===== src/rtl/core_exec_sequencer.sv =====
// Sequences one program run on the HlangPU core: hold core reset, present the start
// address, enable execution until halt/timeout/abort, then report cycles and outcome.
module core_exec_sequencer #(
    parameter int unsigned ADDR_WIDTH = 32,
    parameter int unsigned CNT_WIDTH  = 32,
    parameter int unsigned RST_CYCLES = 4
) (
    input  logic                  CCLK,
    input  logic                  CRST,
    input  logic                  CMD_VALID,
    output logic                  CMD_READY,
    input  logic [ADDR_WIDTH-1:0] CMD_ADDR,
    input  logic [CNT_WIDTH-1:0]  CMD_TIMEOUT,
    input  logic                  ABORT,
    output logic                  CORE_RST,
    output logic                  CORE_EXEC,
    output logic [ADDR_WIDTH-1:0] CORE_MEM_ADDR,
    input  logic                  CORE_STAT,
    output logic                  BUSY,
    output logic                  DONE,
    output logic                  TIMED_OUT,
    output logic [CNT_WIDTH-1:0]  CYCLES
);

    localparam int unsigned       RCW      = (RST_CYCLES > 1) ? $clog2(RST_CYCLES) : 1;
    localparam logic [RCW-1:0]    RST_LAST = RCW'(RST_CYCLES - 1);
    localparam logic [CNT_WIDTH-1:0] CNT_MAX = '1;

    typedef enum logic [2:0] {
        S_IDLE   = 3'd0,
        S_RESET  = 3'd1,
        S_LAUNCH = 3'd2,
        S_RUN    = 3'd3,
        S_FINISH = 3'd4
    } state_t;

    state_t               r_state;
    logic [RCW-1:0]       r_rst_cnt;
    logic [CNT_WIDTH-1:0] r_timeout;
    logic                 r_first_run;

    logic [CNT_WIDTH-1:0] w_cycles_inc;
    logic                 w_stat_hit;
    logic                 w_timeout_hit;

    // Saturating cycle count; halt status from the previous run is masked in the first RUN cycle.
    assign w_cycles_inc  = (CYCLES == CNT_MAX) ? CYCLES : CYCLES + CNT_WIDTH'(1);
    assign w_stat_hit    = CORE_STAT && !r_first_run;
    assign w_timeout_hit = (r_timeout != '0) && (w_cycles_inc == r_timeout);

    always_ff @(posedge CCLK or posedge CRST) begin
        if (CRST) begin
            r_state       <= S_IDLE;
            r_rst_cnt     <= '0;
            r_timeout     <= '0;
            r_first_run   <= 1'b0;
            CMD_READY     <= 1'b0;
            CORE_RST      <= 1'b1;
            CORE_EXEC     <= 1'b0;
            CORE_MEM_ADDR <= '0;
            BUSY          <= 1'b0;
            DONE          <= 1'b0;
            TIMED_OUT     <= 1'b0;
            CYCLES        <= '0;
        end else begin
            DONE <= 1'b0;
            case (r_state)
                S_IDLE: begin
                    if (CMD_VALID && CMD_READY) begin
                        r_state       <= S_RESET;
                        r_rst_cnt     <= '0;
                        r_timeout     <= CMD_TIMEOUT;
                        CMD_READY     <= 1'b0;
                        BUSY          <= 1'b1;
                        CORE_RST      <= 1'b1;
                        CORE_MEM_ADDR <= CMD_ADDR;
                        CYCLES        <= '0;
                        TIMED_OUT     <= 1'b0;
                    end else begin
                        CMD_READY <= 1'b1;
                        CORE_RST  <= 1'b0;
                    end
                end
                S_RESET: begin
                    if (ABORT) begin
                        r_state  <= S_FINISH;
                        CORE_RST <= 1'b0;
                        DONE     <= 1'b1;
                    end else if (r_rst_cnt == RST_LAST) begin
                        r_state  <= S_LAUNCH;
                        CORE_RST <= 1'b0;
                    end else begin
                        r_rst_cnt <= r_rst_cnt + RCW'(1);
                    end
                end
                S_LAUNCH: begin
                    if (ABORT) begin
                        r_state <= S_FINISH;
                        DONE    <= 1'b1;
                    end else begin
                        r_state     <= S_RUN;
                        CORE_EXEC   <= 1'b1;
                        r_first_run <= 1'b1;
                    end
                end
                S_RUN: begin
                    CYCLES      <= w_cycles_inc;
                    r_first_run <= 1'b0;
                    // Priority: abort, then halt status, then timeout.
                    if (ABORT || w_stat_hit || w_timeout_hit) begin
                        r_state   <= S_FINISH;
                        CORE_EXEC <= 1'b0;
                        DONE      <= 1'b1;
                        TIMED_OUT <= !ABORT && !w_stat_hit;
                    end
                end
                S_FINISH: begin
                    r_state   <= S_IDLE;
                    BUSY      <= 1'b0;
                    CMD_READY <= 1'b1;
                end
                default: begin
                    r_state   <= S_IDLE;
                    CORE_RST  <= 1'b0;
                    CORE_EXEC <= 1'b0;
                    BUSY      <= 1'b0;
                    CMD_READY <= 1'b1;
                end
            endcase
        end
    end

endmodule

===== config.mk =====
export PLATFORM = sky130hd
export DESIGN_NAME = core_exec_sequencer
export DESIGN_NICKNAME = d
export VERILOG_FILES = /design/src/rtl/core_exec_sequencer.sv
export SDC_FILE = /design/constraint.sdc
export NUM_CORES = 1
export LEC_CHECK = 0
export CORE_ASPECT_RATIO = 0.75
export CORE_MARGIN = 2
export CORE_UTILIZATION = 50
export DETAILED_ROUTE_END_ITERATION = 10
export DONT_BUFFER_PORTS = 1
export GPL_ROUTABILITY_DRIVEN = 0
export SLEW_MARGIN = 20
export SYNTH_ARGS = -nofsm -noshare
export SYNTH_HDL_FRONTEND = slang
export SYNTH_SLANG_ARGS = --single-unit

===== constraint.sdc =====
create_clock -name CCLK -period 4.65 [get_ports CCLK]
set_clock_uncertainty 0.05 [all_clocks]
set_input_delay 0.6975 -clock CCLK [delete_from_list [all_inputs] [get_ports CCLK]]
set_output_delay 0.6975 -clock CCLK [all_outputs]
set_load 0.01 [all_outputs]

Word level (Yosys, flattened, before mapping). Cells that the tools add are included.

$mul: 0. $lt $le $gt $ge: 0. Shifts and indexed selects: 0. Reductions and logical operators: 27. Multiplexer cells: 31. Equality and inequality tests: 13. Add/subtract/negate cells: 2. Bitwise gates (word level): 3. Div/mod/pow operators: 0.

Operators with widths (count): 2-to-1 mux 32 bit (2); one-hot mux 32 bit (2 select lines) (1); adder 32 x 1 -> 32 bit, second input constant (1); equality test 32 bit (1); equality test 32 bit, second input constant (1); nonzero test 32 bit (1); 2-to-1 mux 3 bit (5); one-hot mux 3 bit (4 select lines) (1); 2-to-1 mux 1 bit (11); != test 2 bit, second input constant (5); one-hot mux 1 bit (2 select lines) (5); AND reduction 2 bit (5); AND reduction 3 bit (3); OR reduction 3 bit (3); equality test 3 x 2 -> 1 bit, second input constant (2); 2-to-1 mux 2 bit (3); one-hot mux 1 bit (3 select lines) (2); nonzero test 2 bit (3); logical AND 1 bit (4); one-hot mux 2 bit (2 select lines) (1); AND reduction 4 bit (1); equality test 3 x 1 -> 1 bit, second input constant (1); equality test 3 bit, second input constant (1); logical NOT 1 bit (3); 7 further kinds (10).

Register bits: 108. Bits of input ports: 69. Bits in writable memories: 0. Bits in read-only memories: 0. Word-level logic and storage cells: 88. Memories: 0. Bits in latches: 0. Output and inout port bits: 70.

Logic depth before layout (Yosys ltp).
Word-level depth: 7. Mapped depth: 11. Mapped depth without buffers: 9.

Worst setup path after synthesis. No wires, ideal clock.

Path type: register to register. Start point: register CYCLES[0]. End point: register CORE_EXEC. Setup time: 0.143 ns. Path slack: 1.458 ns. Period minus slack after synthesis: 3.192 ns. Stages on the path, launching flop included: 11. Arrival: 2.999 ns. Path buffers: 1. Required time: 4.457 ns. Cells stage by stage: dfrtp_1 ha_1 clkbuf_1 and4_1 nand3_1 nor4_2 nor2_1 xnor2_1 or4_4 nor4_4 a31oi_1.

Cells in the longest elaborated chain, start to end: 7. Elaborated cells between the ends (all ways): 8. Those cells by class: 1 x add/sub; 3 x eq/ne; 1 x mux; 3 x reduce/logical.

RTL lines: start: declaration (RTL line 22) `output logic [CNT_WIDTH-1:0] CYCLES`; start signal: assignment (RTL line 107) `CYCLES <= w_cycles_inc;`; adder 32 x 1 -> 32 bit / equality test 32 bit (equally long branches) (RTL line 47) `assign w_cycles_inc = (CYCLES == CNT_MAX) ? CYCLES : CYCLES + CNT_WIDTH'(1);`; 2-to-1 mux 32 bit (*) (RTL line 47); equality test 32 bit (*) (RTL line 49) `assign w_timeout_hit = (r_timeout != '0) && (w_cycles_inc == r_timeout);`; logical AND 1 bit (*) (RTL line 49); logical OR 1 bit (*) (RTL line 110) `if (ABORT || w_stat_hit || w_timeout_hit) begin`; != test 2 bit (no source line) (*); AND reduction 3 bit (no source line) (*); end signal: assignment (RTL line 59) `CORE_EXEC <= 1'b0;`; end signal: assignment (RTL line 112) `CORE_EXEC <= 1'b0;`; end signal: assignment (RTL line 125) `CORE_EXEC <= 1'b0;`; end: declaration (RTL line 16) `output logic CORE_EXEC,`.

Every way passes the cells marked *; elsewhere a longest branch is shown, timed or not. A chain may end at the register's enable or synchronous reset.

Worst setup path in the final report.
Start point: register CYCLES[1]. End point: register DONE.

Cells in the longest elaborated chain, start to end: 7. Elaborated cells between the ends (all ways): 8. Those cells by class: 1 x add/sub; 2 x eq/ne; 3 x mux; 2 x reduce/logical.

RTL lines: adder 32 x 1 -> 32 bit / equality test 32 bit (equally long branches) (RTL line 47); 2-to-1 mux 32 bit (*) (RTL line 47); equality test 32 bit (*) (RTL line 49); logical AND 1 bit (*) (RTL line 49); logical OR 1 bit (*) (RTL line 110); 2-to-1 mux 1 bit (*) (RTL line 110); one-hot mux 1 bit (2 select lines) (*) (RTL line 67) `case (r_state)`; end signal: assignment (RTL line 62) `DONE <= 1'b0;`; end signal: assignment (RTL line 66) `DONE <= 1'b0;`; end signal: assignment (RTL line 113) `DONE <= 1'b1;`; end: declaration (RTL line 20) `output logic DONE,`.

Marks and branches as above.

==> run summary <==
Status = finished clean
Fin. Hold Viols = 0
Starting Density = 0.514
IO Port Bufs = 0
Reg2reg setup slack = 1020 ps
Pre-antenna DRT Iters = 5
Crit path DAT = 3870 ps
Number of max-cap violations = 0
RSZ-0062 raised after global routing = no
First DRT Iteration DRCs = 393
Row cnt = 34
Synth Register Bits = 108
Die area = 0.0129 mm2
Crit share post-route = 0.781
Hold-fix buffers, CTS = 0
ANT cells = 0
Final ANT Viol Nets = 0
Post-layout minimum cycle time = 3630 ps
Path depth of the worst reg2reg path = 9
Avg WL per Cell = 18.5 um
Root Buffer = clkbuf_16
Hpwl dp = 11.8 mm
Critical Path End Type = flip-flop
Gr ovfl total = 0
Final setup violation count = 0
Setup bufs post-CTS = 0
Die W = 130 um
Mean Syn Cell Area = 8.15 um2
Initial antenna violation count = 0
DRT Wirelength = 16.3 mm
Worst min path class = input port to async pin
Cell Pwr Density = 576 mW/mm2
Reg2Reg Capture Point = DONE$_DFF_PP0_
Critical path class = flip-flop to flip-flop
Crit path max fanout = 9
Synth Net Count = 806
Number of global-route vias before repair = 5049
GRT Resource Usage Total = 0.261
Nets = 785
PostCTS Resize Cnt = 0
Number of remaining DRC errors = 0
Clock Pin Slew Worst Setup and Hold Paths = 70 ps
CTS tree = done
Total CTS buffers = 9
Synth Warn # = 0
CP Launch Type = flip-flop
Library cells used by synthesis = 60
H-tree depth = 3
Clk_lat worst skew = 350 ps
Max transition margin = 0.483
Reg2reg start = CYCLES[1]$_DFFE_PP0P_
Die height = 98.8 um
IR drop worst, VDD = 0.248 mV
Io pins = 139
Share of cells above drive strength 1 = 0.0542
Area of placed instances = 0.00611 mm2
Clk sinks = 108
Highest Clock Rate = 275 MHz
Req. time, crit path = 4890 ps
Final Max Tran Viols = 0
Worst slew pin tran = 774 ps
Sequential share of the synthesized area = 0.451
Clock Tree Buf Depth = 2
EDFF count, synth = 0
Syn Inst Count = 735
Final Cell Area = 0.00641 mm2
Static Leak = 2.88 nW
Area growth, synth to finish = 7.00%
Async S/R FF share, synth = 1.00
Core area = 0.0117 mm2
First-pass GRT wire length = 26.2 mm
Via count = 5275
Vias/cell = 5.99
Post-synthesis cell area = 0.00599 mm2
Setup TNS Final = 0 ps
Largest net degree at the start of global routing = 67
Top_reg_cell synth = dfrtp_1
-- cells by family after synthesis --
kind of cell	count (synthesis)	synth area share
flops	108	0.451
simple gates	406	0.310
fa+ha+maj	2	0.00418
compound gates	123	0.131
xor+xnor	42	0.0614
mux	6	0.0102
buf+inv	48	0.0322
-- cells in the mapped netlist, types with 9 or more instances --
library cell,count,share of area
nand3_1,16,0.013
and3_1,9,0.0094
a21oi_1,19,0.016
clkbuf_1,36,0.023
dfrtp_1,107,0.45
nand4_1,19,0.020
nor4_1,12,0.013
o21ai_0,44,0.037
o31ai_1,15,0.019
xor2_1,16,0.023
nand2_1,245,0.15
xnor2_1,26,0.038
a31oi_1,11,0.011
nor2_1,41,0.026
nor3_1,17,0.014
-- final cells by class --
class | count | area, um2
fillers | 1094 | 5250
multi-input cells | 579 | 3100
flip-flops and latches | 108 | 2700
clock buffers | 10 | 229
well taps | 162 | 203
repair buffers | 11 | 82.6
clock inverters | 6 | 68.8
inverters | 5 | 21.3
-- where the power goes --
| group | switching, W | internal [W] | leakage (nW) |
|---|---|---|---|
| logic | 0.000767 | 0.000472 | 1.35 |
| clock network | 0.000349 | 0.000423 | 0.144 |
| registers | 0.000418 | 0.00126 | 1.39 |
| total | 0.00153 | 0.00216 | 2.88 |
-- sequential cells by signal, summed over array words and instances, names as in the netlist --
register       cells
TIMED_OUT          1
BUSY               1
DONE               1
r_timeout         32
CORE_MEM_ADDR     32
r_state            3
CORE_EXEC          1
r_rst_cnt          2
CORE_RST           1
r_first_run        1
CMD_READY          1
CYCLES            32
-- worst max-delay path: stages, from the launching register on --
cell and delay (ps):
dfrtp_1 490, ha_1 450, and4_1 340, nand4_1 100, or4_1 580, nor3b_1 240, xnor2_1 150, or4_4 540
nor4_4 410, a31o_1 220
-- metal layers --
metal  vias to the layer above  share of wire  GRT usage
met5                         -              0          0
li1                       2480              -          -
met2                       234           0.43      0.386
met1                      2545           0.47      0.380
met4                         0          0.014     0.0687
met3                        16          0.090     0.0695
-- how the worst max path moves through the flow --
stage / end / cells past startpoint / from / slack [ps]
detailed placement: CORE_EXEC$_DFFE_PP0P_ / 9 / CYCLES[0]$_DFFE_PP0P_ / 1090
finish: DONE$_DFF_PP0_ / 9 / CYCLES[1]$_DFFE_PP0P_ / 1020
CTS: DONE$_DFF_PP0_ / 9 / CYCLES[0]$_DFFE_PP0P_ / 1080
floorplan: BUSY$_DFFE_PP0P_ / 1 / CRST / 1060
global placement: CORE_EXEC$_DFFE_PP0P_ / 8 / CYCLES[20]$_DFFE_PP0P_ / 1210
global route: CORE_EXEC$_DFFE_PP0P_ / 9 / CYCLES[1]$_DFFE_PP0P_ / 750
-- cell usage in the layout (no fill, tap or decap), drive strengths merged, types with 5 or more instances in the layout --
master  instances
mux2i           5
nand2         245
and4            6
nand4          20
nor2           41
nor4           14
dfrtp         107
and3            9
nand3          16
buf            11
nor3b           5
inv             8
o21ai          44
a21oi          19
nor3           17
and2            8
o31ai          15
xnor2          26
nand2b          7
a31oi          11
clkbuf         10
xor2           16
nor2b           5
-- per-stage QoR --
| step | setup WS [ps] | power, W | hold WS (ps) | instances | util |
|---|---|---|---|---|---|
| finish | 1020 | 0.00369 | 61.6 | 881 | 0.550 |
| global placement | 1210 | 0.00288 | 432 | 865 | 0.524 |
| CTS | 1080 | 0.00371 | 57.1 | 881 | 0.550 |
| detailed placement | 1090 | 0.00293 | 435 | 865 | 0.524 |
| global route | 754 | 0.00398 | 52.3 | 881 | 0.550 |
| floorplan | 1060 | 0.00255 | 413 | 735 | - |
Note: power is estimated with default switching activity, not from simulation.
